### config.mk
export PLATFORM = sky130hd
export DESIGN_NAME = proj_extender
export DESIGN_NICKNAME = d
export VERILOG_FILES = /design/src/rtl/proj_extender.sv
export SDC_FILE = /design/constraint.sdc
export NUM_CORES = 1
export LEC_CHECK = 0
export ABC_AREA = 0
export BUFFER_PORTS_ARGS = -buffer_cell sky130_fd_sc_hd__buf_2
export CORE_MARGIN = 2
export CORE_UTILIZATION = 35
export DETAILED_ROUTE_END_ITERATION = 7
export PLACE_DENSITY = 0.88
export SLEW_MARGIN = 0
export SYNTH_ARGS = -nofsm -noshare
export SYNTH_HDL_FRONTEND = slang
export SYNTH_SLANG_ARGS = --single-unit
### constraint.sdc
create_clock -name clk -period 2 [get_ports clk]
set_input_delay 0.1 -clock clk [delete_from_list [all_inputs] [get_ports clk]]
set_output_delay 0.1 -clock clk [all_outputs]
set_load 0.02 [all_outputs]
### src/rtl/proj_extender.sv
// MinHash extension stage: turns each selected k-mer index into a signed window
// start address and streams the returned fragment out one slice per clock.
module proj_extender #(
    parameter int KMER_LEN          = 8,
    parameter int FRAG_LEN          = 32,
    parameter int INDICES_COUNT     = 4,
    parameter int INDICE_LEN        = 5,
    parameter int FRAG_PART         = 8,
    parameter int SIGNED_INDICE_LEN = INDICE_LEN + 1
) (
    input  logic                                     clk,
    input  logic                                     rst_n,
    input  logic [FRAG_LEN-1:0]                      in_fragment,
    input  logic [INDICES_COUNT-1:0][INDICE_LEN-1:0] in_kmer_indices,
    output logic signed [SIGNED_INDICE_LEN-1:0]      out_index,
    output logic [FRAG_PART-1:0]                     out_gfm
);

    localparam int OFFSET = (FRAG_LEN - KMER_LEN) / 2;
    localparam int PARTS  = FRAG_LEN / FRAG_PART;
    localparam int IDX_W  = (INDICES_COUNT > 1) ? $clog2(INDICES_COUNT) : 1;
    localparam int PART_W = (PARTS > 1) ? $clog2(PARTS) : 1;

    localparam logic [IDX_W-1:0]             IDX_LAST  = IDX_W'(INDICES_COUNT - 1);
    localparam logic [PART_W-1:0]            PART_LAST = PART_W'(PARTS - 1);
    localparam logic [SIGNED_INDICE_LEN-1:0] OFFSET_V  = SIGNED_INDICE_LEN'(OFFSET);

    logic [IDX_W-1:0]                idx_q, idx_d;
    logic [PART_W-1:0]               part_q, part_d;
    logic [FRAG_PART-1:0]            gfm_q, gfm_d;
    logic [PARTS-1:0][FRAG_PART-1:0] frag_parts;
    logic [INDICE_LEN-1:0]           cur_kmer;
    logic [SIGNED_INDICE_LEN-1:0]    kmer_ext;

    // Slice 0 sits at the LSBs, i.e. the start of the window.
    assign frag_parts = in_fragment;
    assign cur_kmer   = in_kmer_indices[idx_q];
    assign kmer_ext   = SIGNED_INDICE_LEN'(cur_kmer);

    // Wraps negative for small indices; the memory side zero-pads those windows.
    assign out_index  = $signed(kmer_ext - OFFSET_V);
    assign out_gfm    = gfm_q;

    always_comb begin
        gfm_d  = frag_parts[part_q];
        part_d = part_q;
        idx_d  = idx_q;
        if (part_q == PART_LAST) begin
            part_d = '0;
            if (idx_q == IDX_LAST) begin
                idx_d = '0;
            end else begin
                idx_d = idx_q + 1'b1;
            end
        end else begin
            part_d = part_q + 1'b1;
        end
    end

    always_ff @(posedge clk or negedge rst_n) begin
        if (!rst_n) begin
            idx_q  <= '0;
            part_q <= '0;
            gfm_q  <= '0;
        end else begin
            idx_q  <= idx_d;
            part_q <= part_d;
            gfm_q  <= gfm_d;
        end
    end

endmodule

# [Word level (Yosys, flattened, before mapping)]
# Index checks and enable logic that the tools add are counted.
[word_totals] reg_bits=12 latch_bits=0 ram_bits=0 mem_bits_ro=0 in_bits=54 out_inout_bits=14 wordCells=16 memories=0
[classes] addsub=3 mul=0 div=0 order_cmp=2 eq_ne=2 n_shift=0 n_mux=6 bitwise=0 reduce_logical=0
[op_table] op="8-bit binary-select mux with 2-bit select" n=1
[op_table] op="5-bit binary-select mux with 2-bit select" n=1
[op_table] op="8-bit 2-to-1 mux" n=1
[op_table] op="2-bit by 3-bit < comparator with 1-bit output, second input constant" n=2
[op_table] op="5-bit by 4-bit subtractor with 6-bit output, second input constant" n=1
[op_table] op="5-bit 2-to-1 mux" n=1
[op_table] op="2-bit by 1-bit adder with 2-bit output, second input constant" n=2
[op_table] op="2-bit equality test, second input constant" n=2
[op_table] op="2-bit 2-to-1 mux" n=2

# [Longest topological paths before layout]
[depth] ltp_word=3 ltp_mapped=4 mapped_depth_nobuf=3

# [Worst setup path before layout]
# OpenSTA, ideal clock, no wires.
[synth_path] kind="register to output" start="register idx_q[0]" end="output out_index[4]" arrival_ns=1.609 required_time_ns=1.900 slack_ns=0.291 path_stages_with_launch=5 n_path_buf=1 cell_sequence="dfrtp_1 > buf_6 > mux4_2 > ha_1 > xnor2_1"
[synth_via] elab_chain_cells=3
[synth_rtl] item="from (decl)" line_no="28" source="logic [IDX_W-1:0] idx_q, idx_d;"
[synth_rtl] item="from (signal assigned)" line_no="66" source="idx_q <= idx_d;"
[synth_rtl] item="5-bit binary-select mux with 2-bit select" line_no="37" source="assign cur_kmer = in_kmer_indices[idx_q];"
[synth_rtl] item="5-bit 2-to-1 mux (not written as such)" line_no="37"
[synth_rtl] item="5-bit by 4-bit subtractor with 6-bit output" line_no="41" source="assign out_index = $signed(kmer_ext - OFFSET_V);"
[synth_rtl] item="to (decl)" line_no="15" source="output logic signed [SIGNED_INDICE_LEN-1:0] out_index,"
# No other way between the ends. The select of a mux whose other input is x is not followed.

# [Worst setup path in the final report]
# Same ends and word-level chain as after synthesis.

==> qor.csv <==
stage,metric,value,unit
sta,skew final,0.000944,ns
setup_path,Startpoint Class,register,
sta,setup TNS,0,ns
yosys,"top cells by area, synth","dfrtp_1, mux4_2, mux4_1",
final_layout,share of cells above drive strength 1,0.796,
yosys,"Net Count, Synth",95,
sta,worst slew pin tran,0.541,ns
sta,Tcrit/Tclk final,0.931,
route,Wirelength per Cell,13.3,um
power_and_ir_drop,Pleak,0.569,nW
power_and_ir_drop,PwrDens,462,mW/mm2
power_and_ir_drop,Seq pwr share,0.495,
setup_path,worst-path fanout max,4,
sta,Final WS setup,0.137,ns
route,detailed-router iteration count before antenna repair,1,
yosys,synthesis warning total,0,
power_and_ir_drop,Switching Fraction,0.235,
sta,"Hold Vio Cnt, Final",0,
placement,DP Worst Slack,0.222,ns
power_and_ir_drop,VDD IR max,0.253,mV
status,run status,finished clean,
floorplan,cell row count,16,
route,routed vias,670,
floorplan,initial core utilization,0.367,
setup_path,"Critical Path, Cell by Cell",mux4_2 > ha_1 > xnor2_1 > buf_2,
global_routing,initial antenna violation count,0,
sta,worst hold margin,0.155,ns
placement,port buffer count,67,
yosys,"area leader, netlist",dfrtp_1,
sta,Peak Freq,537,MHz
cts,CTS tree,yes,
sta,Final Critical Period,1.86,ns
yosys,post-synthesis cell area,706,um2
setup_path,CP max stage cell,mux4_2,
final_layout,final net count,167,
yosys,Post-Synthesis Cells,38,
yosys,post-synth top area share,0.426,
floorplan,Die ar.,0.00239,mm2
sta,# setup viols final,0,
sta,Final Slew Violations,0,
route,DRC,0,
global_routing,total gr overflow,0,
cts,clock buffer depth,2,
placement,post-DP HPWL,1.56,mm
final_layout,Inserted Diodes,0,
yosys,sequential fraction of the synthesis area,0.426,
flow_run,max cap viols,0,
setup_path,CP required,1.90,ns
route,1st-iter DRT viols,0,
cts,clk_lat worst skew,0.26,ns
cts,CTS root buf,clkbuf_4,
setup_path,crit path capture type,primary output,
cts,Sinks on Clock Net,12,
global_routing,vias in the first global route,754,
route,Via density,4.96,
power_and_ir_drop,Pint,0.390,mW
sta,Rel. slew slack,0.639,
floorplan,core area,0.00192,mm2
floorplan,IO Pins,68,
global_routing,first-pass GRT wire length,2.97,mm
cts,"Clk pin slew, worst setup/hold paths",0.06,ns
yosys,syn_area_per_cell,18.6,um2
cts,CTS Buf Count,3,
setup_path,WP data arrival,1.76,ns
setup_path,Setup CP Type,register to primary output,
final_layout,Synth-to-Final Area Change,56.4,%
yosys,Yosys reg bits,12,
setup_path,Worst path max stage delay,0.54,ns
global_routing,Total GRT Usage,0.164,
floorplan,Die Width,48.9,um
placement,routability congestion estimate,0.678,
cts,CTS HTree Levels,1,
route,Routed Antenna Nets,0,
yosys,"Distinct cells, synth",12,
hold_path,Tightest Hold Check Type,input port to register,
power_and_ir_drop,Comb power frac,0.239,
power_and_ir_drop,Clk network pwr share,0.266,
floorplan,Die Ht,48.9,um
route,Detailed Route WL,1.79,mm
sta,RSZ-0062 raised after global routing,false,
global_routing,largest net degree at the start of global routing,13,
power_and_ir_drop,Psw,0.120,mW
cells in the final DEF, fill, tap and decap left out:
master,synthesis,final
dfrtp_2,0,1
xnor2_1,1,1
dlygate4sd3_1,0,1
mux4_2,11,11
buf_4,0,2
inv_1,1,1
mux4_1,2,2
dfrtp_1,12,11
ha_1,3,3
a21oi_1,1,1
mux2_2,2,2
clkbuf_4,0,3
buf_2,1,67
nor2_1,2,2
flip-flops by register name, indices dropped and copies added, names as in the netlist:
register  flops
idx_q         2
out_gfm       8
part_q        2
cell usage after synthesis:
library cell,n
a21oi_1,1
inv_1,1
ha_1,3
xnor2_1,1
buf_2,1
nor2_1,2
mux4_2,11
buf_1,1
mux4_1,2
dfrtp_1,12
buf_6,1
mux2_2,2
metrics by stage:
stage                     instance area [um2]  power (mW)  utilization  cells
after global routing                     1100       0.541        0.574    135
after CTS                                1090       0.522        0.566    133
final                                    1100       0.510        0.574    135
after detailed placement                 1050       0.379        0.549    129
after global placement                   1050       0.375        0.549    129
after floorplan                           706       0.308            -     38
kinds of logic after synthesis:
kind of cell,count (synthesis),share of synthesized area
buffers and inverters,4,0.0337
AND/OR/NAND/NOR,2,0.0106
adder cells (fa/ha/maj),3,0.0532
flip-flops,12,0.426
multiplexers,15,0.457
XOR/XNOR,1,0.0124
AO/OA/AOI/OAI,1,0.00709
final timing paths:
kind                            startpoint           end  slack (ns)  depth (start not counted)
min reg2reg                       idx_q[1]      idx_q[1]        0.70                          1
max                               idx_q[0]  out_index[4]        0.14                          4
min                        in_fragment[18]    out_gfm[2]        0.15                          2
min in group asynchronous            rst_n    out_gfm[4]        0.25                          2
max reg2reg                      part_q[0]      idx_q[0]        0.52                          2
max in group asynchronous            rst_n      idx_q[0]        1.52                          2
cell type report:
cell class | count | area (um2)
fill | 177 | 818
multi-input combinational | 22 | 382
timing repair buffer | 70 | 360
sequential | 12 | 302
tap | 27 | 33.8
clock buffer | 3 | 22.5
inverter | 1 | 3.75
per-layer routing:
layer,part of all wire,GRT usage
met1,0.28,0.133
met2,0.57,0.349
met3,0.15,0.0521
met4,0.0073,0.0571
met5,0,0
critical path: cells and delay by family (launching register included):
family                     cells  cell delay, ns
DFF                            1            0.41
muxes                          1            0.54
buffers and inverters          1            0.18
xor gates and xnor gates       1            0.14
adders and majority gates      1            0.23
power groups by stage:
stage	logic, mW	clock network [mW]	registers, mW
2_1_floorplan	0.0399	0	0.269
3_3_place_gp	0.118	0	0.257
3_5_place_dp	0.122	0	0.257
4_1_cts	0.124	0.145	0.252
5_1_grt	0.133	0.155	0.253
6_report	0.122	0.135	0.252
what timing repair did:
item	in CTS	in global routing
endpoints found under the setup margin	1	1
hold buffers	1	0
endpoints found under the hold margin	12	0
resized for setup	1	0
buffers inserted	0	2
Power figures use the tool's default switching activity.
